--- src/rtl/idex_hazard_register_if.sv ---
// ID/EX bundle: ID-stage inputs, registered EX-stage outputs and hazard controls.
// The master side drives ID_*/Flush/ExtStall; the slave side is the ID/EX register.
interface idex_hazard_register_if #(
  parameter int CTRL_W = 12
);
  logic [31:0]       ID_Instruction;
  logic [31:0]       ID_PCPlus4;
  logic [31:0]       ID_ReadData1;
  logic [31:0]       ID_ReadData2;
  logic [31:0]       ID_SignExtImm;
  logic [CTRL_W-1:0] ID_Control;
  logic              ID_Valid;
  logic              ID_MemRead;
  logic              ID_UsesRs;
  logic              ID_UsesRt;
  logic              Flush;
  logic              ExtStall;

  logic [31:0]       EX_Instruction;
  logic [31:0]       EX_PCPlus4;
  logic [31:0]       EX_ReadData1;
  logic [31:0]       EX_ReadData2;
  logic [31:0]       EX_SignExtImm;
  logic [CTRL_W-1:0] EX_Control;
  logic              EX_Valid;
  logic              EX_MemRead;
  logic              PCWrite;
  logic              IFIDWrite;
  logic              LoadUseStall;
  logic [31:0]       StallCount;

  modport master (
    output ID_Instruction, ID_PCPlus4, ID_ReadData1, ID_ReadData2, ID_SignExtImm,
           ID_Control, ID_Valid, ID_MemRead, ID_UsesRs, ID_UsesRt, Flush, ExtStall,
    input  EX_Instruction, EX_PCPlus4, EX_ReadData1, EX_ReadData2, EX_SignExtImm,
           EX_Control, EX_Valid, EX_MemRead, PCWrite, IFIDWrite, LoadUseStall, StallCount
  );

  modport slave (
    input  ID_Instruction, ID_PCPlus4, ID_ReadData1, ID_ReadData2, ID_SignExtImm,
           ID_Control, ID_Valid, ID_MemRead, ID_UsesRs, ID_UsesRt, Flush, ExtStall,
    output EX_Instruction, EX_PCPlus4, EX_ReadData1, EX_ReadData2, EX_SignExtImm,
           EX_Control, EX_Valid, EX_MemRead, PCWrite, IFIDWrite, LoadUseStall, StallCount
  );
endinterface

--- src/rtl/idex_hazard_register.sv ---
// ID/EX pipeline register with load-use hazard detection and multi-cycle bubble insertion.
// Optional bubble-cycle counter on StallCount is enabled by defining IDEX_STALL_COUNTER_EN.
module idex_hazard_register #(
  parameter int CTRL_W       = 12,
  parameter int STALL_CYCLES = 1
) (
  input logic                   Clock,
  input logic                   Reset,
  idex_hazard_register_if.slave bus
);
  typedef enum logic {RUN = 1'b0, HOLD = 1'b1} state_t;

  localparam logic [3:0] HOLD_CNT = 4'(STALL_CYCLES - 1);

  state_t            state_q, state_d;
  logic [3:0]        cnt_q, cnt_d;
  logic [31:0]       instr_q, instr_d;
  logic [31:0]       pc_q, pc_d;
  logic [31:0]       rd1_q, rd1_d;
  logic [31:0]       rd2_q, rd2_d;
  logic [31:0]       imm_q, imm_d;
  logic [CTRL_W-1:0] ctrl_q, ctrl_d;
  logic              valid_q, valid_d;
  logic              memread_q, memread_d;

  logic              hazard;
  logic [4:0]        rt_ex;
  logic              pc_write, ifid_write, load_use_stall;

  assign rt_ex  = instr_q[20:16];
  assign hazard = valid_q && memread_q && bus.ID_Valid && (rt_ex != 5'd0) &&
                  ((bus.ID_UsesRs && (rt_ex == bus.ID_Instruction[25:21])) ||
                   (bus.ID_UsesRt && (rt_ex == bus.ID_Instruction[20:16])));

  always_comb begin
    state_d        = state_q;
    cnt_d          = cnt_q;
    instr_d        = instr_q;
    pc_d           = pc_q;
    rd1_d          = rd1_q;
    rd2_d          = rd2_q;
    imm_d          = imm_q;
    ctrl_d         = ctrl_q;
    valid_d        = valid_q;
    memread_d      = memread_q;
    pc_write       = 1'b1;
    ifid_write     = 1'b1;
    load_use_stall = 1'b0;

    if (bus.Flush) begin
      {instr_d, pc_d, rd1_d, rd2_d, imm_d} = '0;
      ctrl_d    = '0;
      valid_d   = 1'b0;
      memread_d = 1'b0;
      state_d   = RUN;
      cnt_d     = '0;
    end else if (bus.ExtStall) begin
      pc_write   = 1'b0;
      ifid_write = 1'b0;
    end else if (state_q == HOLD || hazard) begin
      // A bubble zeroes the whole entry so the forwarder sees rs=rt=0.
      {instr_d, pc_d, rd1_d, rd2_d, imm_d} = '0;
      ctrl_d         = '0;
      valid_d        = 1'b0;
      memread_d      = 1'b0;
      pc_write       = 1'b0;
      ifid_write     = 1'b0;
      load_use_stall = 1'b1;
      if (state_q == HOLD) begin
        if (cnt_q == 4'd1) begin
          state_d = RUN;
          cnt_d   = '0;
        end else begin
          cnt_d = cnt_q - 4'd1;
        end
      end else if (STALL_CYCLES > 1) begin
        state_d = HOLD;
        cnt_d   = HOLD_CNT;
      end
    end else begin
      instr_d   = bus.ID_Instruction;
      pc_d      = bus.ID_PCPlus4;
      rd1_d     = bus.ID_ReadData1;
      rd2_d     = bus.ID_ReadData2;
      imm_d     = bus.ID_SignExtImm;
      ctrl_d    = bus.ID_Control;
      valid_d   = bus.ID_Valid;
      memread_d = bus.ID_MemRead;
    end
  end

`ifdef IDEX_STALL_COUNTER_EN
  logic [31:0] stall_count_q, stall_count_d;

  always_comb begin
    stall_count_d = stall_count_q;
    if (load_use_stall && !bus.ExtStall && (stall_count_q != '1))
      stall_count_d = stall_count_q + 32'd1;
  end

  always_ff @(posedge Clock or posedge Reset) begin
    if (Reset) stall_count_q <= '0;
    else       stall_count_q <= stall_count_d;
  end

  assign bus.StallCount = stall_count_q;
`else
  assign bus.StallCount = '0;
`endif

  always_ff @(posedge Clock or posedge Reset) begin
    if (Reset) begin
      state_q   <= RUN;
      cnt_q     <= '0;
      instr_q   <= '0;
      pc_q      <= '0;
      rd1_q     <= '0;
      rd2_q     <= '0;
      imm_q     <= '0;
      ctrl_q    <= '0;
      valid_q   <= 1'b0;
      memread_q <= 1'b0;
    end else begin
      state_q   <= state_d;
      cnt_q     <= cnt_d;
      instr_q   <= instr_d;
      pc_q      <= pc_d;
      rd1_q     <= rd1_d;
      rd2_q     <= rd2_d;
      imm_q     <= imm_d;
      ctrl_q    <= ctrl_d;
      valid_q   <= valid_d;
      memread_q <= memread_d;
    end
  end

  assign bus.EX_Instruction = instr_q;
  assign bus.EX_PCPlus4     = pc_q;
  assign bus.EX_ReadData1   = rd1_q;
  assign bus.EX_ReadData2   = rd2_q;
  assign bus.EX_SignExtImm  = imm_q;
  assign bus.EX_Control     = ctrl_q;
  assign bus.EX_Valid       = valid_q;
  assign bus.EX_MemRead     = memread_q;
  assign bus.PCWrite        = pc_write;
  assign bus.IFIDWrite      = ifid_write;
  assign bus.LoadUseStall   = load_use_stall;
endmodule

--- src/flat_wrapper.sv ---
// flat-port wrapper written by rule: the top's interface ports become plain ports
module idex_hazard_register_flat 
#(
  parameter int CTRL_W       = 12,
  parameter int STALL_CYCLES = 1
)
  (Clock, Reset, bus_ID_Instruction, bus_ID_PCPlus4, bus_ID_ReadData1, bus_ID_ReadData2, bus_ID_SignExtImm, bus_ID_Control, bus_ID_Valid, bus_ID_MemRead, bus_ID_UsesRs, bus_ID_UsesRt, bus_Flush, bus_ExtStall, bus_EX_Instruction, bus_EX_PCPlus4, bus_EX_ReadData1, bus_EX_ReadData2, bus_EX_SignExtImm, bus_EX_Control, bus_EX_Valid, bus_EX_MemRead, bus_PCWrite, bus_IFIDWrite, bus_LoadUseStall, bus_StallCount);
  idex_hazard_register_if #(.CTRL_W(CTRL_W)) bus_i ();
  input logic Clock;
  input logic Reset;
  input wire logic [$bits(bus_i.ID_Instruction)-1:0] bus_ID_Instruction;
  input wire logic [$bits(bus_i.ID_PCPlus4)-1:0] bus_ID_PCPlus4;
  input wire logic [$bits(bus_i.ID_ReadData1)-1:0] bus_ID_ReadData1;
  input wire logic [$bits(bus_i.ID_ReadData2)-1:0] bus_ID_ReadData2;
  input wire logic [$bits(bus_i.ID_SignExtImm)-1:0] bus_ID_SignExtImm;
  input wire logic [$bits(bus_i.ID_Control)-1:0] bus_ID_Control;
  input wire logic [$bits(bus_i.ID_Valid)-1:0] bus_ID_Valid;
  input wire logic [$bits(bus_i.ID_MemRead)-1:0] bus_ID_MemRead;
  input wire logic [$bits(bus_i.ID_UsesRs)-1:0] bus_ID_UsesRs;
  input wire logic [$bits(bus_i.ID_UsesRt)-1:0] bus_ID_UsesRt;
  input wire logic [$bits(bus_i.Flush)-1:0] bus_Flush;
  input wire logic [$bits(bus_i.ExtStall)-1:0] bus_ExtStall;
  output wire logic [$bits(bus_i.EX_Instruction)-1:0] bus_EX_Instruction;
  output wire logic [$bits(bus_i.EX_PCPlus4)-1:0] bus_EX_PCPlus4;
  output wire logic [$bits(bus_i.EX_ReadData1)-1:0] bus_EX_ReadData1;
  output wire logic [$bits(bus_i.EX_ReadData2)-1:0] bus_EX_ReadData2;
  output wire logic [$bits(bus_i.EX_SignExtImm)-1:0] bus_EX_SignExtImm;
  output wire logic [$bits(bus_i.EX_Control)-1:0] bus_EX_Control;
  output wire logic [$bits(bus_i.EX_Valid)-1:0] bus_EX_Valid;
  output wire logic [$bits(bus_i.EX_MemRead)-1:0] bus_EX_MemRead;
  output wire logic [$bits(bus_i.PCWrite)-1:0] bus_PCWrite;
  output wire logic [$bits(bus_i.IFIDWrite)-1:0] bus_IFIDWrite;
  output wire logic [$bits(bus_i.LoadUseStall)-1:0] bus_LoadUseStall;
  output wire logic [$bits(bus_i.StallCount)-1:0] bus_StallCount;
  assign bus_i.ID_Instruction = bus_ID_Instruction;
  assign bus_i.ID_PCPlus4 = bus_ID_PCPlus4;
  assign bus_i.ID_ReadData1 = bus_ID_ReadData1;
  assign bus_i.ID_ReadData2 = bus_ID_ReadData2;
  assign bus_i.ID_SignExtImm = bus_ID_SignExtImm;
  assign bus_i.ID_Control = bus_ID_Control;
  assign bus_i.ID_Valid = bus_ID_Valid;
  assign bus_i.ID_MemRead = bus_ID_MemRead;
  assign bus_i.ID_UsesRs = bus_ID_UsesRs;
  assign bus_i.ID_UsesRt = bus_ID_UsesRt;
  assign bus_i.Flush = bus_Flush;
  assign bus_i.ExtStall = bus_ExtStall;
  assign bus_EX_Instruction = bus_i.EX_Instruction;
  assign bus_EX_PCPlus4 = bus_i.EX_PCPlus4;
  assign bus_EX_ReadData1 = bus_i.EX_ReadData1;
  assign bus_EX_ReadData2 = bus_i.EX_ReadData2;
  assign bus_EX_SignExtImm = bus_i.EX_SignExtImm;
  assign bus_EX_Control = bus_i.EX_Control;
  assign bus_EX_Valid = bus_i.EX_Valid;
  assign bus_EX_MemRead = bus_i.EX_MemRead;
  assign bus_PCWrite = bus_i.PCWrite;
  assign bus_IFIDWrite = bus_i.IFIDWrite;
  assign bus_LoadUseStall = bus_i.LoadUseStall;
  assign bus_StallCount = bus_i.StallCount;
  idex_hazard_register #(.CTRL_W(CTRL_W), .STALL_CYCLES(STALL_CYCLES)) u_core (.Clock(Clock), .Reset(Reset), .bus(bus_i));
endmodule
--- config.mk ---
export PLATFORM = sky130hd
export DESIGN_NAME = idex_hazard_register_flat
export DESIGN_NICKNAME = d
export VERILOG_FILES = /design/src/rtl/idex_hazard_register_if.sv /design/src/rtl/idex_hazard_register.sv /design/src/flat_wrapper.sv
export SDC_FILE = /design/constraint.sdc
export NUM_CORES = 1
export LEC_CHECK = 0
export CAP_MARGIN = 20
export CORE_AREA = 2 2 153 155
export CTS_CLUSTER_DIAMETER = 100
export DETAILED_ROUTE_END_ITERATION = 10
export DIE_AREA = 0 0 155 157
export GPL_TIMING_DRIVEN = 1
export PLACE_DENSITY = 0.79
export SYNTH_ARGS = -nofsm -noshare
export SYNTH_HDL_FRONTEND = slang
export SYNTH_SLANG_ARGS = --single-unit
--- constraint.sdc ---
create_clock -name Clock -period 14 [get_ports Clock]
set_input_delay 1.4 -clock Clock [delete_from_list [all_inputs] [get_ports Clock]]
set_output_delay 1.4 -clock Clock [all_outputs]
set_load 0.1 [all_outputs]
==> results of run 1 <==
## layer usage
metal  track usage, %  wire, µm  vias up
li1                 -         -     3819
met1             29.5     12000     4115
met2             37.8     14200      327
met3             6.11      2090       68
met4             12.4      1310        0
met5                0         0        -
## Yosys cell counts (2+ instances only)
library cell,number,area [µm²]
nor4_1,3,18.8
buf_4,41,308
a21oi_1,3,15.0
nor3b_1,175,1310
xor2_1,8,70.1
nand2_1,3,11.3
ha_1,2,25.0
nor2b_1,2,12.5
inv_1,5,18.8
buf_1,8,30.0
dfrtp_1,179,4480
clkbuf_1,62,233
a21o_1,174,1310
a22o_1,174,1520
xnor2_1,2,17.5
buf_2,20,100
nand2b_1,2,12.5
nor2_1,6,22.5
## report_power, final
part           internal (mW)  switching (mW)  leakage [nW]  total [mW]
Sequential             0.566          0.0309          2.28       0.597
Combinational          0.199           0.525          4.11       0.724
Clock                  0.244           0.226         0.273       0.470
Total                   1.01           0.782          6.67        1.79
## cell type report
cell class                      count  area [µm²]  area share [%]
Clock inverter                     13         114           0.831
Sequential cell                   179        4480            32.7
Antenna cell                        1        2.50          0.0183
Tap cell                          285         357            2.60
Multi-Input combinational cell    597        4600            33.6
Clock buffer                       19         453            3.30
Inverter                            5        23.8           0.173
Timing Repair Buffer              368        3670            26.8
## per-stage QoR
| stage | std cells | setup slack (ns) | power, mW | hold slack (ns) | utilization [%] |
|---|---|---|---|---|---|
| 3_3_place_gp | 1433 | 7.81 | 1.33 | 0.558 | 58.3 |
| 3_5_place_dp | 1433 | 7.88 | 1.33 | 0.561 | 58.3 |
| 6_report | 1467 | 7.94 | 1.79 | 0.582 | 60.9 |
| 4_1_cts | 1465 | 7.87 | 1.81 | 0.582 | 60.8 |
| 5_1_grt | 1467 | 7.80 | 1.85 | 0.599 | 60.9 |
| 2_1_floorplan | 912 | 7.74 | 1.14 | 0.533 | - |
## worst max-delay path: cells and delay by family
kind / cells / cell delay, ns
buffers and inverters: 2 / 1.61
AOI/OAI and AO/OA: 2 / 0.84
and+or+nand+nor: 1 / 0.64
xor gates and xnor gates: 1 / 0.16
## worst max-delay path by stage
stage | from | endpoint | slack [ns]
2_1_floorplan | Reset | u_core.bus.EX_Control[0]$_DFFE_PP0P_ | 7.74
3_3_place_gp | bus_ID_Instruction[24] | bus_LoadUseStall | 7.81
3_5_place_dp | bus_ID_Instruction[24] | bus_LoadUseStall | 7.88
4_1_cts | bus_ID_Instruction[24] | bus_LoadUseStall | 7.87
5_1_grt | bus_ID_Instruction[24] | bus_LoadUseStall | 7.80
6_report | bus_ID_Instruction[24] | bus_LoadUseStall | 7.94
## cell families (layout without fill, tap and decap cells)
group / after synthesis / in the layout
muxes: 1 / 1
xor gates and xnor gates: 10 / 10
adders and majority gates: 2 / 2
AOI/OAI and AO/OA: 357 / 357
buffers and inverters: 136 / 405
other: 1 / 33
DFF: 179 / 179
and+or+nand+nor: 195 / 195
## flip-flops by register name, indices dropped and copies added, names as in the netlist
register and count:
u_core.bus.EX_Instruction 32, u_core.bus.EX_PCPlus4 32, u_core.bus.EX_ReadData1 32, u_core.bus.EX_ReadData2 32, u_core.bus.EX_SignExtImm 32, u_core.bus.EX_Control 12
u_core.cnt_q 4, u_core.bus.EX_MemRead 1, u_core.bus.EX_Valid 1, u_core.state_q 1
==> results.cfg, run 1 <==
[clock_network]
clk_latency_ns = 0.43
cts_sinks = 179
cts_setup_buffers = 0
holdBufCountCts = 0
clockBufferDepth = 2
htreeDepth = 4
cts_resized = 0
numCtsBuffers = 17
clk_pin_slew_ns = 0.07
clockRootBuffer = clkbuf_16
cts_tree = yes

[critical_path]
rrSetupSlack_ns = 10.40
worstPathCellList = clkdlybuf4s50_1 > xor2_1 > nor4_1 > a32oi_4 > o31ai_1 > clkdlybuf4s50_1
critPathMaxStageDelay_ns = 1.17
timing.rr.start = u_core.bus.EX_Instruction[18]$_DFFE_PP0P_
cp.arrival_ns = 4.66
required_ns = 12.60
crit_path_start_kind = input pin
r2r-end = u_core.bus.EX_SignExtImm[21]$_DFFE_PP0P_
worstRegToRegCells = 6
cp-end-kind = output pin
critPathMaxFanout = 24
crit_type = in -> out
cpMostUsedCell = clkdlybuf4s50_1
worst_path_max_delay_cell = clkdlybuf4s50_1

[worst_hold_path]
hold_class = reg -> reg
min_path_cells = 2
hold_path.startpoint = u_core.bus.EX_SignExtImm[26]$_DFFE_PP0P_
hold_path_end = u_core.bus.EX_SignExtImm[26]$_DFFE_PP0P_

[drt]
drt_iter0_markers = 514
vias = 8329
wl_um = 29600
drc = 0
viasPerCell = 5.68
detail-route-antenna-nets = 0
wl_per_cell_um = 20.2
first_pass_iters = 5

[place]
placement.cell_area_um2 = 13100
port_buffers = 356
hpwl_um = 19200
place.gp.congestion = 0.797

[grt]
antenna_found_initial = 1
track_usage_pct = 23.6
grt-ovfl-total = 0
grt_max_degree = 103
grt_pass1_vias = 8441
grt_pass1_wl_um = 45900

[sta]
fin_crit_ns = 6.06
min_period_over_period_pct = 43.3
rsz0062_at_grt = false
worstMarginPinSlew_ns = 1.09
maxSlewViolCount = 0
fmax_mhz = 165
tns_ns = 0
setup_violations = 0
hold_viol_final = 0
fin_skew_ns = 0.0145
slew_headroom_pct = 27.2

[logic_synthesis]
synth.avg_cell_area_um2 = 10.9
ys_warn_count = 0
synth_mux_area_share_pct = 0.104
synth-edff-count = 0
ys_ff_latch = 179
synth_area_um2 = 9610
synthFlopType = dfrtp_1
seq_area_frac_synth_pct = 46.6
synthSimpleGateAreaFrac_pct = 14.7
synthAdderAreaFrac_pct = 0.260
synthArstFlopShare_pct = 100
synth_top_family_by_area = compound AO/OA/AOI/OAI gates
netlist_instances = 881
synth_xor_area_share_pct = 0.911
synth_compound_area_share_pct = 30.2
synth_cell_types = 30

[finish]
final_nets = 1350
final_cell_mix = 356 x clkdlybuf4s50_1, 178 x dfrtp_1, 175 x nor3b_1
stdcell_area_um2 = 13700
fill_cells = 1871
final_common_cell = clkdlybuf4s50_1
area_delta_synth_final_pct = 42.6
drive_gt1_share_pct = 4.23

[die]
die_area_um2 = 24300
num_io_pins = 389
die_y_um = 157
start_util_pct = 42.7
rows = 55
core_um2 = 22500
dieWidth_um = 155

[status]
outcome = complete, no violations

[pwr]
p_leak_nw = 6.67
ir_drop_mv = 0.0763
powerDensity_nw_per_um2 = 131

[flow_run]
drv_cap = 0
(Power assumes the default switching activity.)
==> run 2, diff against run 1 <==
Settings changed: CORE_AREA 2 2 153 155 to 2 2 159 161, DIE_AREA 0 0 155 157 to 0 0 161 163, PLACE_DENSITY 0.79 to 0.77.
Clock period 14 ns to 5.25 ns, I/O delays scaled along.
==> run 2 against run 1 <==
  * Die area is 7.8% higher
  * Register-to-register slack worse by 8.0 ns
  * Power increased to 2.7 times the previous value
  * Flip-flop and latch count stayed put
  * Final cell count rose by 2.8%
  * Sequential share of layout area is 0.14 points lower
  * Final area rose by 0.43%
  * Clock skew rose by 0.00067 ns
  * Sequential power rose to 2.7 times the previous value
  * Largest power group unchanged
  * Largest cell class unchanged
  * Core utilization shrank 5.1 points
  * Non-clock buffer count down 2
  * First-iteration DRC count increased by 21%
==> results.cfg, run 2 (same netlist as run 1, synthesis figures left out) <==
[finish]
area_delta_synth_final_pct = 43.2
final_common_cell = clkdlybuf4s50_1
final_cell_mix = 353 x clkdlybuf4s50_1, 178 x dfrtp_1, 175 x nor3b_1
drive_gt1_share_pct = 4.24
final_nets = 1348
stdcell_area_um2 = 13800
diodes = 0

[drt]
wl_um = 29400
drt_iter0_markers = 621
drc = 0
first_pass_iters = 4
viasPerCell = 5.44
vias = 8203
wl_per_cell_um = 19.5
detail-route-antenna-nets = 0

[sta]
worstMarginPinSlew_ns = 1.11
maxSlewViolCount = 0
hold_viol_final = 0
slew_headroom_pct = 26.3
rsz0062_at_grt = false
tns_ns = 0
fmax_mhz = 284
fin_crit_ns = 3.52
fin_skew_ns = 0.0151
setup_slack_ns = 1.73
min_period_over_period_pct = 67.0
setup_violations = 0

[pwr]
powerDensity_nw_per_um2 = 347
internal-power_mw = 2.69
switchingPower_mw = 2.09
power_frac_seq_pct = 33.3
p_leak_nw = 6.66
swShare_pct = 43.6
pwr-share-clk_pct = 26.3
power_frac_comb_pct = 40.4
ir_drop_mv = 0.203
power.total_mw = 4.78

[clock_network]
cts_resized = 0
holdBufCountCts = 0
clockBufferDepth = 2
cts_tree = yes
htreeDepth = 4
cts_sinks = 179
clk_pin_slew_ns = 0.08
numCtsBuffers = 17
clk_latency_ns = 0.42
clockRootBuffer = clkbuf_16
cts_setup_buffers = 0

[flow_run]
drv_cap = 0

[grt]
track_usage_pct = 21.8
grt-ovfl-total = 0
antenna_found_initial = 0
grt_pass1_wl_um = 46200
grt_max_degree = 180
grt_pass1_vias = 8190

[critical_path]
crit_path_start_kind = input pin
required_ns = 4.72
crit_type = in -> out
cp-end-kind = output pin
critPathMaxFanout = 55
worstRegToRegCells = 6
startpoint = bus_ID_Instruction[24]
r2r-end = u_core.bus.EX_PCPlus4[22]$_DFFE_PP0P_
cp.arrival_ns = 2.99
crit_path_end = bus_PCWrite
rrSetupSlack_ns = 2.43
timing.rr.start = u_core.bus.EX_Instruction[18]$_DFFE_PP0P_

[die]
core_um2 = 24700
start_util_pct = 39.0
dieWidth_um = 161
num_io_pins = 389
rows = 58
die_area_um2 = 26200
die_y_um = 163

[place]
placement.cell_area_um2 = 13200
hpwl_um = 18200
dp_slack_ns = 1.65
place.gp.congestion = 0.817
port_buffers = 356

[worst_hold_path]
min_path_cells = 2
hold_class = reg -> reg

[status]
outcome = complete, no violations
run 2: cell count changes in the layout (fill, tap and decap cells not counted), moves of 2 or more:
cell / delta
buf_4: -2
clkdlybuf4s50_1: -3
buf_12: +4
inv_6: -2
run 2: per-stage QoR:
stage | hold WS, ns | util, % | std cells
5_1_grt | 0.603 | 55.8 | 1508
6_report | 0.580 | 55.8 | 1508
4_1_cts | 0.584 | 55.8 | 1508
2_1_floorplan | 0.533 | - | 912
3_3_place_gp | 0.553 | 53.5 | 1477
3_5_place_dp | 0.559 | 53.5 | 1477
run 2: routing by layer:
metal / routed length, µm / vias up / track usage, %
met3: 1900 / 36 / 5.55
met4: 649 / 0 / 6.33
met1: 12700 / 4054 / 28.7
li1: - / 3819 / -
met2: 14100 / 294 / 35.5
met5: 0 / - / 0
run 2: worst min path at each step:
stage	from	to
after floorplan	u_core.cnt_q[3]$_DFFE_PP0P_	u_core.cnt_q[3]$_DFFE_PP0P_
after global placement	u_core.cnt_q[2]$_DFFE_PP0P_	u_core.cnt_q[2]$_DFFE_PP0P_
after detailed placement	u_core.cnt_q[2]$_DFFE_PP0P_	u_core.cnt_q[2]$_DFFE_PP0P_
after CTS	u_core.bus.EX_SignExtImm[11]$_DFFE_PP0P_	u_core.bus.EX_SignExtImm[11]$_DFFE_PP0P_
after global routing	u_core.bus.EX_ReadData2[0]$_DFFE_PP0P_	u_core.bus.EX_ReadData2[0]$_DFFE_PP0P_
final	u_core.bus.EX_ReadData1[15]$_DFFE_PP0P_	u_core.bus.EX_ReadData1[15]$_DFFE_PP0P_
run 2: power by group through the flow:
stage / clock network, mW / registers, mW / logic [mW]
4_1_cts: 1.29 / 1.59 / 1.94
3_5_place_dp: 0 / 1.62 / 1.93
3_3_place_gp: 0 / 1.61 / 1.92
2_1_floorplan: 0 / 2.58 / 0.469
5_1_grt: 1.35 / 1.61 / 1.99
6_report: 1.26 / 1.59 / 1.93
run 2: cell type report:
| cell class | instances | area, µm² |
|---|---|---|
| fillers | 2133 | 10900 |
| multi-input cells | 597 | 4600 |
| flip-flops and latches | 179 | 4480 |
| repair buffers | 366 | 3680 |
| clock buffers | 19 | 453 |
| well taps | 330 | 413 |
| clock inverters | 12 | 113 |
| inverters | 5 | 22.5 |
run 2: worst max-delay path, cell delays in order:
cell and delay, ns:
clkdlybuf4s50_1 0.44, xor2_1 0.16, nor4_1 0.64, a32oi_4 0.24, buf_4 0.35, o31a_1 0.39
buf_4 0.24
==> run 3, diff against run 2 <==
Settings changed: CORE_AREA 2 2 159 161 to 2 2 153 155, DIE_AREA 0 0 161 163 to 0 0 155 157, PLACE_DENSITY 0.77 to 0.79.
Clock period 5.25 ns to 3.3 ns, I/O delays scaled along.
==> run 3 against run 2 <==
  * Die area decreased by 7.3%
  * Wire length increased by 1.7%
  * Sequential power is 59% higher
  * Register-to-register slack got worse by 1.5 ns
  * Worst hold slack got worse by 0.15 ns
  * Sequential share of layout area down 0.39 points
  * Final cell count fell by 1.7%
  * Critical path depth down 2
==> results.cfg, run 3 (same netlist as run 1, synthesis figures left out) <==
[sta]
whs_ns = 0.428
slew_headroom_pct = 28.7
fmax_mhz = 360
min_period_over_period_pct = 84.1
worstMarginPinSlew_ns = 1.07
rsz0062_at_grt = false
maxSlewViolCount = 0
setup_violations = 0
hold_viol_final = 0
fin_crit_ns = 2.77
fin_skew_ns = 0.0147

[worst_hold_path]
hold_class = in -> async

[pwr]
pwr-share-clk_pct = 26.1
powerDensity_nw_per_um2 = 547
swShare_pct = 44.0
internal-power_mw = 4.27
power_frac_seq_pct = 33.2
switchingPower_mw = 3.35
ir_drop_mv = 0.319
p_leak_nw = 6.80
power_frac_comb_pct = 40.7

[place]
place.gp.congestion = 0.780
hpwl_um = 19400
placement.cell_area_um2 = 13400
port_buffers = 356

[drt]
drt_iter0_markers = 584
vias = 8352
detail-route-antenna-nets = 0
wl_um = 29900
drc = 0
viasPerCell = 5.63
wl_per_cell_um = 20.1
first_pass_iters = 4

[clock_network]
clockRootBuffer = clkbuf_16
cts_tree = yes
cts_resized = 0
cts_setup_buffers = 0
clk_latency_ns = 0.43
clk_pin_slew_ns = 0.08
numCtsBuffers = 17
cts_sinks = 179
clockBufferDepth = 2
holdBufCountCts = 0
htreeDepth = 4

[critical_path]
cp.arrival_ns = 2.44
required_ns = 2.97
critPathMaxFanout = 22
cp-end-kind = output pin
r2r-end = u_core.bus.EX_PCPlus4[0]$_DFFE_PP0P_
rrSetupSlack_ns = 0.93
timing.rr.start = u_core.bus.EX_Instruction[18]$_DFFE_PP0P_
crit_path_start_kind = flop
worstRegToRegCells = 5
crit_type = reg -> out

[finish]
final_nets = 1366
final_cell_mix = 348 x clkdlybuf4s50_1, 178 x dfrtp_1, 175 x nor3b_1
drive_gt1_share_pct = 6.35
stdcell_area_um2 = 13900
final_common_cell = clkdlybuf4s50_1
area_delta_synth_final_pct = 45.0

[grt]
grt_max_degree = 132
grt_pass1_vias = 8347
track_usage_pct = 24.0
antenna_found_initial = 0
grt-ovfl-total = 0
grt_pass1_wl_um = 46500

[die]
num_io_pins = 389
die_area_um2 = 24300
die_y_um = 157
dieWidth_um = 155
rows = 55
core_um2 = 22500
start_util_pct = 42.7

[status]
outcome = complete, no violations

[flow_run]
drv_cap = 0
[run 3: layout make-up]
class	instances	area, µm²
fillers	1859	8570
multi-input cells	597	4610
flip-flops and latches	179	4480
repair buffers	384	3900
clock buffers	17	425
well taps	285	357
clock inverters	15	134
inverters	5	22.5
diodes	1	2.50
[run 3: worst max-delay path: stages, from the launching register on]
cell and delay [ns]:
dfrtp_1 0.46, or4_1 0.59, o2111ai_4 0.32, buf_4 0.34, o31ai_2 0.11, buf_12 0.20
[run 3: worst max-delay path by stage]
stage                                               from  depth (start not counted)  slack, ns                                       to
6_report       u_core.bus.EX_Instruction[18]$_DFFE_PP0P_                          5       0.53                         bus_LoadUseStall
5_1_grt        u_core.bus.EX_Instruction[18]$_DFFE_PP0P_                          5       0.42                         bus_LoadUseStall
4_1_cts        u_core.bus.EX_Instruction[18]$_DFFE_PP0P_                          5       0.50                         bus_LoadUseStall
3_5_place_dp                                   bus_Flush                          6       0.58     u_core.bus.EX_PCPlus4[0]$_DFFE_PP0P_
3_3_place_gp                                   bus_Flush                          6       0.61  u_core.bus.EX_ReadData2[31]$_DFFE_PP0P_
2_1_floorplan  u_core.bus.EX_Instruction[19]$_DFFE_PP0P_                          5      -0.20                         bus_LoadUseStall
[run 3: metal layers]
layer / track usage, % / vias up / routed length (µm)
met3: 6.77 / 54 / 2000
met4: 9.04 / 0 / 932
met2: 38.4 / 296 / 14300
met1: 31.2 / 4151 / 12700
li1: - / 3851 / -
met5: 0 / - / 0
[run 3: through the flow]
step / instances / total power [mW] / utilization (%) / worst slack, ns / setup TNS [ns]
after floorplan: 912 / 4.85 / - / -0.202 / -0.202
after global placement: 1450 / 5.65 / 59.4 / 0.605 / 0
after detailed placement: 1450 / 5.67 / 59.4 / 0.576 / 0
after CTS: 1482 / 7.68 / 61.9 / 0.497 / 0
after global routing: 1482 / 7.89 / 61.9 / 0.421 / 0
final: 1483 / 7.62 / 61.9 / 0.525 / 0
[run 3: power by group through the flow]
stage | combinational (mW) | sequential, mW | clock (mW)
after CTS | 3.11 | 2.53 | 2.03
after floorplan | 0.747 | 4.11 | 0
final | 3.10 | 2.53 | 1.99
after global routing | 3.20 | 2.56 | 2.13
after detailed placement | 3.10 | 2.57 | 0
after global placement | 3.09 | 2.56 | 0
